**src/rtl/json_cmd_rx_pkg.sv**
```systemverilog
// Shared types and constants for the json_cmd_rx wheel-command parser.
package json_cmd_rx_pkg;

  // state | meaning: IDLE hunt '{' | HDR "T":1,"L": | LNUM left number
  //                  MID ,"R": | RNUM right number | TAIL '}' then LF
  typedef enum logic [2:0] {
    ST_IDLE,
    ST_HDR,
    ST_LNUM,
    ST_MID,
    ST_RNUM,
    ST_TAIL
  } state_e;

  localparam logic [3:0] MOVE_FWD     = 4'd0;
  localparam logic [3:0] MOVE_TURN_L  = 4'd1;
  localparam logic [3:0] MOVE_TURN_R  = 4'd2;
  localparam logic [3:0] MOVE_REV     = 4'd3;
  localparam logic [3:0] MOVE_SPIN_L  = 4'd4;
  localparam logic [3:0] MOVE_SPIN_R  = 4'd5;
  localparam logic [3:0] MOVE_BACK_L  = 4'd6;
  localparam logic [3:0] MOVE_BACK_R  = 4'd7;
  localparam logic [3:0] MOVE_STOP    = 4'b1000;
  localparam logic [3:0] MOVE_UNKNOWN = 4'b1111;

  localparam logic [7:0] ASC_LBRACE = 8'h7B;
  localparam logic [7:0] ASC_RBRACE = 8'h7D;
  localparam logic [7:0] ASC_MINUS  = 8'h2D;
  localparam logic [7:0] ASC_DOT    = 8'h2E;
  localparam logic [7:0] ASC_COLON  = 8'h3A;
  localparam logic [7:0] ASC_COMMA  = 8'h2C;
  localparam logic [7:0] ASC_LF     = 8'h0A;
  localparam logic [7:0] ASC_QUOTE  = 8'h22;
  localparam logic [7:0] ASC_ZERO   = 8'h30;
  localparam logic [7:0] ASC_ONE    = 8'h31;
  localparam logic [7:0] ASC_NINE   = 8'h39;
  localparam logic [7:0] ASC_T      = 8'h54;
  localparam logic [7:0] ASC_L      = 8'h4C;
  localparam logic [7:0] ASC_R      = 8'h52;

  localparam logic [3:0] HDR_LAST = 4'd9;
  localparam logic [3:0] MID_LAST = 4'd4;

  function automatic logic [7:0] hdr_byte(input logic [3:0] idx);
    case (idx)
      4'd0:    return ASC_QUOTE;
      4'd1:    return ASC_T;
      4'd2:    return ASC_QUOTE;
      4'd3:    return ASC_COLON;
      4'd4:    return ASC_ONE;
      4'd5:    return ASC_COMMA;
      4'd6:    return ASC_QUOTE;
      4'd7:    return ASC_L;
      4'd8:    return ASC_QUOTE;
      default: return ASC_COLON;
    endcase
  endfunction

  function automatic logic [7:0] mid_byte(input logic [3:0] idx);
    case (idx)
      4'd0:    return ASC_COMMA;
      4'd1:    return ASC_QUOTE;
      4'd2:    return ASC_R;
      4'd3:    return ASC_QUOTE;
      default: return ASC_COLON;
    endcase
  endfunction

endpackage

```
**src/rtl/json_cmd_rx_cmd_decode.sv**
```systemverilog
// Maps the accepted signed wheel magnitudes onto a motion code.
module cmd_decode
  import json_cmd_rx_pkg::*;
(
  input  logic [3:0] l_mag_i,
  input  logic       l_neg_i,
  input  logic [3:0] r_mag_i,
  input  logic       r_neg_i,
  output logic [3:0] move_cmd_o
);

  logic l_zero;
  logic r_zero;
  logic same_mag;

  assign l_zero   = (l_mag_i == 4'd0);
  assign r_zero   = (r_mag_i == 4'd0);
  assign same_mag = (l_mag_i == r_mag_i);

  always_comb begin
    move_cmd_o = MOVE_UNKNOWN;
    if (l_zero && r_zero) begin
      move_cmd_o = MOVE_STOP;
    end else if (l_zero) begin
      move_cmd_o = r_neg_i ? MOVE_BACK_L : MOVE_TURN_L;
    end else if (r_zero) begin
      move_cmd_o = l_neg_i ? MOVE_BACK_R : MOVE_TURN_R;
    end else if (same_mag) begin
      case ({l_neg_i, r_neg_i})
        2'b00:   move_cmd_o = MOVE_FWD;
        2'b11:   move_cmd_o = MOVE_REV;
        2'b10:   move_cmd_o = MOVE_SPIN_L;
        default: move_cmd_o = MOVE_SPIN_R;
      endcase
    end
  end

endmodule

```
**src/rtl/json_cmd_rx.sv**
```systemverilog
// Byte-stream parser for {"T":1,"L":<n>,"R":<n>}\n wheel commands.
// Define CMD_TIMEOUT_EN to abort frames stalled for TIMEOUT_CLKS clocks.
module json_cmd_rx
  import json_cmd_rx_pkg::*;
#(
  parameter int unsigned TIMEOUT_CLKS = 8680
) (
  input  logic       clk,
  input  logic       rst,
  input  logic [7:0] rx_data,
  input  logic       rx_valid,
  output logic [3:0] left_speed,
  output logic [3:0] right_speed,
  output logic       left_neg,
  output logic       right_neg,
  output logic [3:0] move_cmd,
  output logic [3:0] speed_level,
  output logic       cmd_valid,
  output logic       frame_err
);

  if (TIMEOUT_CLKS < 1) begin : g_bad_timeout
    $error("TIMEOUT_CLKS must be at least 1");
  end

  state_e     state_q, state_d;
  logic [3:0] idx_q, idx_d;
  logic       sign_q, sign_d;
  logic [3:0] pl_mag_q, pl_mag_d, pr_mag_q, pr_mag_d;
  logic       pl_neg_q, pl_neg_d, pr_neg_q, pr_neg_d;
  logic [3:0] l_mag_q, l_mag_d, r_mag_q, r_mag_d;
  logic       l_neg_q, l_neg_d, r_neg_q, r_neg_d;
  logic       cmd_valid_q, cmd_valid_d;
  logic       frame_err_q, frame_err_d;
  logic       is_digit;
  logic       abort;
  logic       timeout_hit;

  assign is_digit = (rx_data >= ASC_ZERO) && (rx_data <= ASC_NINE);

`ifdef CMD_TIMEOUT_EN
  localparam int unsigned TMO_W = $clog2(TIMEOUT_CLKS + 1);
  localparam logic [TMO_W-1:0] TMO_LOAD = TMO_W'(TIMEOUT_CLKS - 1);

  logic [TMO_W-1:0] tmo_q, tmo_d;

  // Down-counter reloads on every byte; terminal count while mid-frame aborts.
  always_comb begin
    tmo_d = tmo_q;
    if (rx_valid || state_q == ST_IDLE) begin
      tmo_d = TMO_LOAD;
    end else if (tmo_q != '0) begin
      tmo_d = tmo_q - TMO_W'(1);
    end
  end

  assign timeout_hit = (state_q != ST_IDLE) && !rx_valid && (tmo_q == '0);

  always_ff @(posedge clk or posedge rst) begin
    if (rst) tmo_q <= '0;
    else     tmo_q <= tmo_d;
  end
`else
  assign timeout_hit = 1'b0;
`endif

  always_comb begin
    state_d     = state_q;
    idx_d       = idx_q;
    sign_d      = sign_q;
    pl_mag_d    = pl_mag_q;
    pl_neg_d    = pl_neg_q;
    pr_mag_d    = pr_mag_q;
    pr_neg_d    = pr_neg_q;
    l_mag_d     = l_mag_q;
    l_neg_d     = l_neg_q;
    r_mag_d     = r_mag_q;
    r_neg_d     = r_neg_q;
    cmd_valid_d = 1'b0;
    frame_err_d = 1'b0;
    abort       = 1'b0;
    if (rx_valid) begin
      case (state_q)
        ST_IDLE: begin
          if (rx_data == ASC_LBRACE) begin
            state_d = ST_HDR;
            idx_d   = 4'd0;
          end
        end
        ST_HDR: begin
          if (rx_data != hdr_byte(idx_q)) abort = 1'b1;
          else if (idx_q == HDR_LAST) begin
            state_d = ST_LNUM;
            idx_d   = 4'd0;
          end else idx_d = idx_q + 4'd1;
        end
        ST_MID: begin
          if (rx_data != mid_byte(idx_q)) abort = 1'b1;
          else if (idx_q == MID_LAST) begin
            state_d = ST_RNUM;
            idx_d   = 4'd0;
          end else idx_d = idx_q + 4'd1;
        end
        ST_LNUM, ST_RNUM: begin
          case (idx_q)
            4'd0: begin
              if (rx_data == ASC_MINUS) begin
                sign_d = 1'b1;
                idx_d  = 4'd1;
              end else if (rx_data == ASC_ZERO) begin
                sign_d = 1'b0;
                idx_d  = 4'd2;
              end else abort = 1'b1;
            end
            4'd1: begin
              if (rx_data == ASC_ZERO) idx_d = 4'd2;
              else abort = 1'b1;
            end
            4'd2: begin
              if (rx_data == ASC_DOT) idx_d = 4'd3;
              else abort = 1'b1;
            end
            default: begin
              // Low nibble of an ASCII digit is its value; -0 keeps neg clear.
              if (!is_digit) abort = 1'b1;
              else if (state_q == ST_LNUM) begin
                pl_mag_d = rx_data[3:0];
                pl_neg_d = sign_q && (rx_data != ASC_ZERO);
                state_d  = ST_MID;
                idx_d    = 4'd0;
              end else begin
                pr_mag_d = rx_data[3:0];
                pr_neg_d = sign_q && (rx_data != ASC_ZERO);
                state_d  = ST_TAIL;
                idx_d    = 4'd0;
              end
            end
          endcase
        end
        ST_TAIL: begin
          if (idx_q == 4'd0) begin
            if (rx_data == ASC_RBRACE) idx_d = 4'd1;
            else abort = 1'b1;
          end else if (rx_data == ASC_LF) begin
            l_mag_d     = pl_mag_q;
            l_neg_d     = pl_neg_q;
            r_mag_d     = pr_mag_q;
            r_neg_d     = pr_neg_q;
            cmd_valid_d = 1'b1;
            state_d     = ST_IDLE;
            idx_d       = 4'd0;
          end else abort = 1'b1;
        end
        default: begin
          state_d = ST_IDLE;
          idx_d   = 4'd0;
        end
      endcase
      if (abort) begin
        frame_err_d = 1'b1;
        idx_d       = 4'd0;
        state_d     = (rx_data == ASC_LBRACE) ? ST_HDR : ST_IDLE;
      end
    end else if (timeout_hit) begin
      frame_err_d = 1'b1;
      state_d     = ST_IDLE;
      idx_d       = 4'd0;
    end
  end

  always_ff @(posedge clk or posedge rst) begin
    if (rst) begin
      state_q     <= ST_IDLE;
      idx_q       <= 4'd0;
      sign_q      <= 1'b0;
      pl_mag_q    <= 4'd0;
      pl_neg_q    <= 1'b0;
      pr_mag_q    <= 4'd0;
      pr_neg_q    <= 1'b0;
      l_mag_q     <= 4'd0;
      l_neg_q     <= 1'b0;
      r_mag_q     <= 4'd0;
      r_neg_q     <= 1'b0;
      cmd_valid_q <= 1'b0;
      frame_err_q <= 1'b0;
    end else begin
      state_q     <= state_d;
      idx_q       <= idx_d;
      sign_q      <= sign_d;
      pl_mag_q    <= pl_mag_d;
      pl_neg_q    <= pl_neg_d;
      pr_mag_q    <= pr_mag_d;
      pr_neg_q    <= pr_neg_d;
      l_mag_q     <= l_mag_d;
      l_neg_q     <= l_neg_d;
      r_mag_q     <= r_mag_d;
      r_neg_q     <= r_neg_d;
      cmd_valid_q <= cmd_valid_d;
      frame_err_q <= frame_err_d;
    end
  end

  cmd_decode u_cmd_decode (
    .l_mag_i    (l_mag_q),
    .l_neg_i    (l_neg_q),
    .r_mag_i    (r_mag_q),
    .r_neg_i    (r_neg_q),
    .move_cmd_o (move_cmd)
  );

  assign left_speed  = l_mag_q;
  assign right_speed = r_mag_q;
  assign left_neg    = l_neg_q;
  assign right_neg   = r_neg_q;
  assign speed_level = (l_mag_q > r_mag_q) ? l_mag_q : r_mag_q;
  assign cmd_valid   = cmd_valid_q;
  assign frame_err   = frame_err_q;

endmodule

```
**config.mk**
```make
export PLATFORM = sky130hd
export DESIGN_NAME = json_cmd_rx
export DESIGN_NICKNAME = d
export VERILOG_FILES = /design/src/rtl/json_cmd_rx_pkg.sv /design/src/rtl/json_cmd_rx_cmd_decode.sv /design/src/rtl/json_cmd_rx.sv
export SDC_FILE = /design/constraint.sdc
export NUM_CORES = 1
export LEC_CHECK = 0
export ABC_CLOCK_PERIOD_IN_PS = 3700
export CAP_MARGIN = 10
export CORE_MARGIN = 2
export CORE_UTILIZATION = 40
export CTS_BUF_LIST = sky130_fd_sc_hd__clkbuf_8 sky130_fd_sc_hd__clkbuf_16
export CTS_CLUSTER_SIZE = 12
export DETAILED_ROUTE_END_ITERATION = 6
export PLACE_DENSITY = 0.61
export SLEW_MARGIN = 5
export SYNTH_ARGS = -nofsm -noshare
export SYNTH_HDL_FRONTEND = slang
export SYNTH_SLANG_ARGS = --single-unit
```
**constraint.sdc**
```tcl
create_clock -name clk -period 3.7 [get_ports clk]
set_input_delay 0.74 -clock clk [delete_from_list [all_inputs] [get_ports clk]]
set_output_delay 0.74 -clock clk [all_outputs]
set_load 0.05 [all_outputs]
```
* Word-level counts from Yosys, hierarchy flattened *
Memory sizes are Yosys's and may differ from the RTL's.
Cells that the tools add are included.

cells by class
  add/sub/neg operators = 1
  $lt $le $gt $ge = 3
  equality and inequality tests = 35
  mux-type cells = 61
  bitwise logic cells = 3
  reductions and logical operators = 18

operators by type and width
  kind                                                                                  count
  4-bit 2-to-1 mux                                                                      18
  3-bit 2-to-1 mux                                                                      13
  8-bit 2-to-1 mux                                                                      4
  3-bit != test (second input constant)                                                 9
  8-bit by 6-bit equality test with 1-bit output (second input constant)                3
  7-bit case mux with 3 select lines                                                    1
  4-bit case mux with 5 select lines                                                    1
  1-bit 2-to-1 mux                                                                      19
  8-bit by 7-bit equality test with 1-bit output (second input constant)                2
  8-bit != test                                                                         2
  3-bit case mux with 5 select lines                                                    1
  4-bit logical NOT                                                                     3
  4-bit != test (second input constant)                                                 3
  4-bit case mux with 3 select lines                                                    1
  10-bit AND reduction                                                                  1
  5-bit AND reduction                                                                   2
  3-bit case mux with 3 select lines                                                    1
  4-bit by 2-bit equality test with 1-bit output (second input constant)                2
  8-bit by 4-bit equality test with 1-bit output (second input constant)                1
  8-bit by 6-bit greater-or-equal comparator with 1-bit output (second input constant)  1
  8-bit by 6-bit less-or-equal comparator with 1-bit output (second input constant)     1
  8-bit by 6-bit != test with 1-bit output (second input constant)                      1
  4-bit AND reduction                                                                   2
  8-bit AND reduction                                                                   1
  20 further kinds                                                                      28

word-level totals
  bits in registers = 30
  bits in read-only memories = 112
  input bits = 11
  output and inout bits = 20
  word-level logic and storage cells = 135
  memories = 1

memories
  memory            words  width  rd ports  clocked after Yosys merged registers in  write ports  RTL line               source
  (name not given)  16     7      1         0                                        0            json_cmd_rx_pkg.sv:45  case (idx)

* Depth between registers and ports, before layout *
Gate-level depths: netlist (run 1).

  depth after elaboration = 11
  mapped depth = 10
  mapped depth without buffers = 9

* Hierarchy *
Synthesis (run 1) repeated with hierarchy kept, for this count alone.

second synthesis, totals
  cell total of the unflattened synthesis = 277
  area total of the unflattened synthesis = 2,547.4 um2

modules (own cells, without submodules)
  module       instances  cells each  area an instance (um2)  sequential area each (um2)
  json_cmd_rx  1          253         2,372.3                 750.7
  cmd_decode   1          24          175.2                   0.0

* Least setup slack after synthesis (run 1) *
No wires, ideal clock.

  path kind = reg-to-output
  start = reg r_mag_q[1], in the netlist right_speed[1]
  end = out speed_level[0]
  data arrival time = 2,672 ps
  slack = 288 ps
  cell stages (with the launch flop) = 8
  path buffers = 0
  cells stage by stage = dfrtp_1 > inv_1 > ha_1 > nor2b_1 > o21a_1 > o21a_1 > o21ai_0 > o21ai_0

on the way
  longest elaborated chain between the ends = 2

ends and longest elaborated chain
  what                           RTL line            source
  from (decl)                    json_cmd_rx.sv:31   logic [3:0] l_mag_q, l_mag_d, r_mag_q, r_mag_d;
  from (signal assigned)         json_cmd_rx.sv:196  r_mag_q <= r_mag_d;
  4-bit greater-than comparator  json_cmd_rx.sv:215  assign speed_level = (l_mag_q > r_mag_q) ? l_mag_q : r_mag_q;
  4-bit 2-to-1 mux               json_cmd_rx.sv:215
  to (decl)                      json_cmd_rx.sv:17   output logic [3:0] speed_level,

No other way between the ends.

* Worst setup path after layout (run 1) *
  start = reg l_mag_q[1], in the netlist left_speed[1]
  end = out speed_level[0]

on the way
  longest elaborated chain between the ends = 2

ends and longest elaborated chain
  what                           RTL line            source
  from (decl)                    json_cmd_rx.sv:31
  from (signal assigned)         json_cmd_rx.sv:194  l_mag_q <= l_mag_d;
  4-bit greater-than comparator  json_cmd_rx.sv:215
  4-bit 2-to-1 mux               json_cmd_rx.sv:215

No other way between the ends.

==> results.ini, run 1 <==
[global_route]
number_of_global_route_vias_before_repair = 1991
initial_antenna_violation_count = 0
grt_start_max_net_pins = 31
grtUsageTotal_pct = 19.6
grt_first_pass_wirelength_um = 9830
gr-total-overflow = 0

[power]
pwr_density_cell_mw_per_mm2 = 501
power.share.combinational_pct = 45.9
power.switching_w = 0.000567
internal-power_w = 0.000847
seq_power_share_pct = 30.5
p_clk_share_pct = 23.6
switching_part_of_the_total_pct = 40.1
vdd_ir_drop_max_uv = 317
pleak_nw = 1.19

[synthesis]
netlist_area_mm2 = 0.00230
leading_register_cell_type_out_of_synthesis = sky130_fd_sc_hd__dfrtp_1
seq_area_frac_synth_pct = 32.7
yosysWarnings = 0
yosys-top-cells-area = sky130_fd_sc_hd__dfrtp_1, sky130_fd_sc_hd__mux2_2, sky130_fd_sc_hd__ha_1
synth_nets = 280
post_synth.cell_area_avg_um2 = 8.87
yosysTopAreaCellShare_pct = 32.7
synth_top_area_cell = sky130_fd_sc_hd__dfrtp_1
async_reset_ff_share_pct = 100
post_synth_inst_count = 259
yosys_register_bits = 30
number_of_flops_mapped_to_enable_cells_by_yosys = 0
synth_unique_cells = 52

[sta]
finalHoldViolations = 0
finalCritPeriodShare_pct = 94.4
tightest_slew_ns = 0.678
rsz_0062_raised_after_global_routing = no
setup-tns-final_ns = 0
timing_max_transition_violations_final = 0
min_period_ns = 3.49
worst_clock_skew_ns = 0.00566
setup_violations = 0
highest_clock_rate_ghz = 0.286
slew-limit-headroom_pct = 54.4

[layout]
mostFrequentLayoutCells = sky130_fd_sc_hd__dfrtp_1, sky130_fd_sc_hd__clkdlybuf4s50_1, sky130_fd_sc_hd__nand2_1
antenna_cells_inserted = 0
nets = 313
layout-drive-gt1-share_pct = 16.4
syn_to_final_growth_pct = 22.8
fin_util_pct = 50.9
leading_cell_type_in_the_layout_fill_and_taps_excluded = sky130_fd_sc_hd__dfrtp_1

[placement]
portBuffers = 30
gpl.final_weighted_congestion = 0.911
hpwl_um = 4370

[cts]
ctsHtreeMaxLevel = 2
cts_tree = done
clkSlewWorstSetupHoldPaths_ns = 0.07
clock_latency_ns = 0.28
post_cts_repair_setup_buffers = 0
cts_buffer_depth = 2
clock_tree.root_cell = sky130_fd_sc_hd__clkbuf_8
cts_sinks = 30
cts_made_buffers = 5

[routing]
num_vias = 2187
post_drt_via_cell_ratio = 6.01
drcViolationCount = 0
drtAntennaViolNets = 0
routed_wirelength_um = 5860
drt_iter0_markers = 187
drt_first_pass_iters = 5
route.detailed.wl_per_inst_um = 16.1

[worst_setup_path]
path_max_fanout = 6
worst_path_required_ns = 2.96
worstSetupStartpointType = flop
arrival_ns = 2.75
end_kind = output port
setup.worst_path.class = flop to output port

[hold_path]
hold_path_class = flop to flop

[floorplanning]
i_o_pin_total = 31
core_area_mm2 = 0.00554
die_x_um = 79.8
total_die_area_mm2 = 0.00637
std_cell_rows = 27
die_boundary_height_um = 79.8
initial_core_util_pct = 41.5

[run]
max-cap-violations = 0

[outcome]
status = finished clean

stage by stage:
step	setup WS (ns)	power (W)	std cells	hold WS, ns	instance area, µm²
floorplan	0.288	0.000937	259	0.446	2300
global placement	0.284	0.00107	357	0.463	2700
detailed placement	0.245	0.00107	357	0.474	2700
CTS	0.100	0.00141	364	0.488	2820
global route	0.0438	0.00151	364	0.514	2820
finish	0.206	0.00141	364	0.481	2820
synthesized netlist by cell type, types with 2 or more instances:
cell,instances
sky130_fd_sc_hd__a21oi_1,6
sky130_fd_sc_hd__and2_1,3
sky130_fd_sc_hd__nand2b_1,3
sky130_fd_sc_hd__buf_6,2
sky130_fd_sc_hd__mux2i_1,4
sky130_fd_sc_hd__ha_1,10
sky130_fd_sc_hd__xnor2_1,5
sky130_fd_sc_hd__inv_1,11
sky130_fd_sc_hd__nor4bb_1,2
sky130_fd_sc_hd__a41oi_1,2
sky130_fd_sc_hd__nor2_1,12
sky130_fd_sc_hd__nor4_1,6
sky130_fd_sc_hd__clkbuf_1,13
sky130_fd_sc_hd__nand3_1,6
sky130_fd_sc_hd__nand4b_1,4
sky130_fd_sc_hd__o22ai_1,4
sky130_fd_sc_hd__nor2b_1,4
sky130_fd_sc_hd__o21a_1,3
sky130_fd_sc_hd__nor3_1,8
sky130_fd_sc_hd__nand3b_1,4
sky130_fd_sc_hd__o21ai_0,21
sky130_fd_sc_hd__dfrtp_1,30
sky130_fd_sc_hd__nor3b_1,5
sky130_fd_sc_hd__mux2_2,21
sky130_fd_sc_hd__or2_2,2
sky130_fd_sc_hd__a211oi_1,2
sky130_fd_sc_hd__or4b_2,2
sky130_fd_sc_hd__a21o_1,2
sky130_fd_sc_hd__or4_1,5
sky130_fd_sc_hd__o31ai_1,3
sky130_fd_sc_hd__or3_1,3
sky130_fd_sc_hd__nand4_1,4
sky130_fd_sc_hd__nand2_1,25
sky130_fd_sc_hd__o211ai_1,3
sky130_fd_sc_hd__a22o_1,2
registers in the layout, indices dropped and copies added, names as in the netlist, 3 cells and up:
register and cells:
state_q 3, left_speed 4, pl_mag_q 4, right_speed 4, idx_q 4, pr_mag_q 4
kinds of logic (layout without fill, tap and decap cells):
group	after synthesis	count (layout)	share of synthesized area (%)
compound gates	57	57	16.3
buf+inv	27	60	5.12
xor+xnor	6	6	2.29
simple gates	104	104	26.2
mux	25	25	12.0
flops	30	30	32.7
fa+ha+maj	10	10	5.44
worst max-delay path: stages, from the launching register on:
cell and delay [ns]:
sky130_fd_sc_hd__dfrtp_1 0.44, sky130_fd_sc_hd__ha_1 0.34, sky130_fd_sc_hd__nor2b_1 0.14, sky130_fd_sc_hd__o21a_1 0.16, sky130_fd_sc_hd__o21a_1 0.16, sky130_fd_sc_hd__o21ai_0 0.14
sky130_fd_sc_hd__buf_4 0.16, sky130_fd_sc_hd__nand2_1 0.05, sky130_fd_sc_hd__o21ai_0 0.07, sky130_fd_sc_hd__clkdlybuf4s50_1 0.83
final timing paths:
kind / cells past startpoint / start / endpoint / slack, ns
max in group asynchronous: 3 / rst / pr_neg_q / 2.58
max reg2reg: 8 / idx_q[0] / state_q[0] / 0.34
min reg2reg: 2 / pl_neg_q / left_neg / 0.48
max: 9 / left_speed[1] / speed_level[0] / 0.21
min in group asynchronous: 3 / rst / frame_err / 0.83
min: 2 / pl_neg_q / left_neg / 0.48
what timing repair did:
item                                    4_1_cts  5_1_grt
hold buffers                                  0        0
endpoints found under the setup margin        0        3
resized for setup                             0        3
power groups by stage:
stage	registers [W]	clock network [W]	logic, W
after floorplan	0.000400	0	0.000537
after global placement	0.000435	0	0.000637
after detailed placement	0.000435	0	0.000632
after CTS	0.000429	0.000344	0.000639
after global routing	0.000440	0.000360	0.000709
final	0.000431	0.000333	0.000649
cell type report:
class / count / area (µm²)
Timing Repair Buffer: 42 / 398
Multi-Input combinational cell: 202 / 1430
Clock inverter: 1 / 30.0
Tap cell: 72 / 90.1
Inverter: 11 / 41.3
Clock buffer: 6 / 82.6
Sequential cell: 30 / 751
Fill cell: 547 / 2720
per-layer routing:
layer	vias up	wire, µm	global-route usage (%)
met3	4	370	4.98
li1	1030	-	-
met2	92	2530	27.2
met4	0	42	5.93
met1	1061	2910	29.4
met5	-	0	0
No activity file was read; power rests on OpenSTA's default activity.
==> inputs of run 2 (changes only) <==
Settings changed: PLACE_DENSITY 0.61 to not set.
==> run 2 against run 1 <==
Worst setup slack lost 0.031 ns; worst hold slack lost 0.0011 ns; routed wire length grew 0.48%; global-route usage shrank 0.22 points; sequential share of layout area shrank 0.21 points; cell count is the same.
==> results.ini, run 2 (same netlist as run 1, synthesis figures left out) <==
[floorplanning]
i_o_pin_total = 31
die_x_um = 79.8
core_area_mm2 = 0.00554
std_cell_rows = 27
initial_core_util_pct = 41.5
total_die_area_mm2 = 0.00637
die_boundary_height_um = 79.8

[global_route]
grt_start_max_net_pins = 31
grt_first_pass_wirelength_um = 9760
gr-total-overflow = 0
initial_antenna_violation_count = 0
number_of_global_route_vias_before_repair = 1932
grtUsageTotal_pct = 19.4

[worst_setup_path]
timing.critical_path.cells = ha_1 > nor2b_1 > o21a_1 > o21a_1 > o21ai_0 > buf_4 > nand2_1 > o21ai_0 > clkdlybuf4s50_1
path_max_fanout = 6
setup.worst_path.class = flop to output port
worstSetupStartpointType = flop
worstPathBufferInverterCount = 2
end_kind = output port
timing.reg2reg.setup_slack_ns = 0.49
critical_path.slowest_cell = sky130_fd_sc_hd__clkdlybuf4s50_1
worst_path_dominant_cell_family = buffers and inverters
cp_slowest_stage_delay_ns = 0.83
arrival_ns = 2.79
worst_path_required_ns = 2.96

[placement]
hpwl_um = 4290
portBuffers = 30
gpl.final_weighted_congestion = 0.928
dpl.cell_count = 356

[cts]
cts.hold.buffers_added = 0
post_cts_repair_setup_buffers = 0
cts_tree = done
clock_tree.root_cell = sky130_fd_sc_hd__clkbuf_8
cts_sinks = 30
cts_made_buffers = 5
clock_latency_ns = 0.28
cts_buffer_depth = 2
clkSlewWorstSetupHoldPaths_ns = 0.06
postCtsResizedCells = 0
ctsHtreeMaxLevel = 2

[sta]
setup_violations = 0
min_period_ns = 3.53
worst_clock_skew_ns = 0.00715
slew-limit-headroom_pct = 53.5
highest_clock_rate_ghz = 0.284
finalHoldWorstSlack_ns = 0.480
rsz_0062_raised_after_global_routing = no
setup-tns-final_ns = 0
tightest_slew_ns = 0.698
finalCritPeriodShare_pct = 95.3
timing_max_transition_violations_final = 0
finalHoldViolations = 0

[outcome]
status = finished clean

[routing]
drcViolationCount = 0
drt_iter0_markers = 179
routed_wirelength_um = 5880
num_vias = 2147
drtAntennaViolNets = 0
route.detailed.wl_per_inst_um = 16.2
post_drt_via_cell_ratio = 5.90
drt_first_pass_iters = 6

[power]
seq_power_share_pct = 28.7
vdd_ir_drop_max_uv = 280
pwr_density_cell_mw_per_mm2 = 525
p_clk_share_pct = 27.2
power.switching_w = 0.000570
pleak_nw = 1.20
switching_part_of_the_total_pct = 38.1
internal-power_w = 0.000924
power.share.combinational_pct = 44.1

[layout]
fin_util_pct = 51.4
mostFrequentLayoutCells = sky130_fd_sc_hd__dfrtp_1, sky130_fd_sc_hd__clkdlybuf4s50_1, sky130_fd_sc_hd__nand2_1
layout.area.seq_um2 = 751
layout-drive-gt1-share_pct = 16.4
multi_input_comb_area_mm2 = 0.00143
syn_to_final_growth_pct = 23.8
antenna_cells_inserted = 0
final_cell_count_no_fill = 364
nets = 312
leading_cell_type_in_the_layout_fill_and_taps_excluded = sky130_fd_sc_hd__dfrtp_1
nFillCells = 543

[hold_path]
hold_path_class = flop to flop

[run]
max-cap-violations = 0

## run 2: through the flow
stage	area [µm²]	total power (W)	setup slack, ns
after detailed placement	2700	0.00107	0.226
final	2850	0.00149	0.175
after global placement	2700	0.00108	0.287
after global routing	2850	0.00159	0.0453
after floorplan	2300	0.000937	0.288
after CTS	2840	0.00149	0.0940
## run 2: worst reg2reg max path: cells and delay by family, from the launching register on
kind | cells | cell delay (ns)
DFF | 1 | 0.53
AOI/OAI and AO/OA | 4 | 0.91
adders and majority gates | 1 | 0.36
and+or+nand+nor | 3 | 1.24
buffers and inverters | 1 | 0.12
## run 2: worst paths after layout
check,start,cells past startpoint,end
worst max-delay path,left_speed[1],9,speed_level[0]
worst min register to register,pl_neg_q,2,left_neg
worst min-delay path,pl_neg_q,2,left_neg
min in group asynchronous,rst,3,left_speed[3]
max in group asynchronous,rst,3,right_speed[3]
worst max register to register,idx_q[0],9,idx_q[3]
## run 2: layout make-up
cell class / instances / area share [%]
clock inverters: 2 / 2.11
repair buffers: 41 / 13.7
inverters: 11 / 1.45
flip-flops and latches: 30 / 26.4
well taps: 72 / 3.17
clock buffers: 6 / 2.90
multi-input cells: 202 / 50.3
## run 2: routing by layer
layer | vias to the layer above | GRT usage [%] | share of wire (%)
met5 | - | 0 | 0
met2 | 79 | 28.7 | 44
met4 | 0 | 4.58 | 1.2
met1 | 1028 | 28.9 | 48
met3 | 9 | 3.85 | 6.6
li1 | 1031 | - | -
## run 2: power by group through the flow
stage	Combinational, W	Sequential (W)	Clock (W)
after global placement	0.000648	0.000434	0
after floorplan	0.000537	0.000400	0
after global routing	0.000718	0.000439	0.000437
after CTS	0.000646	0.000428	0.000415
final	0.000658	0.000428	0.000407
after detailed placement	0.000639	0.000433	0
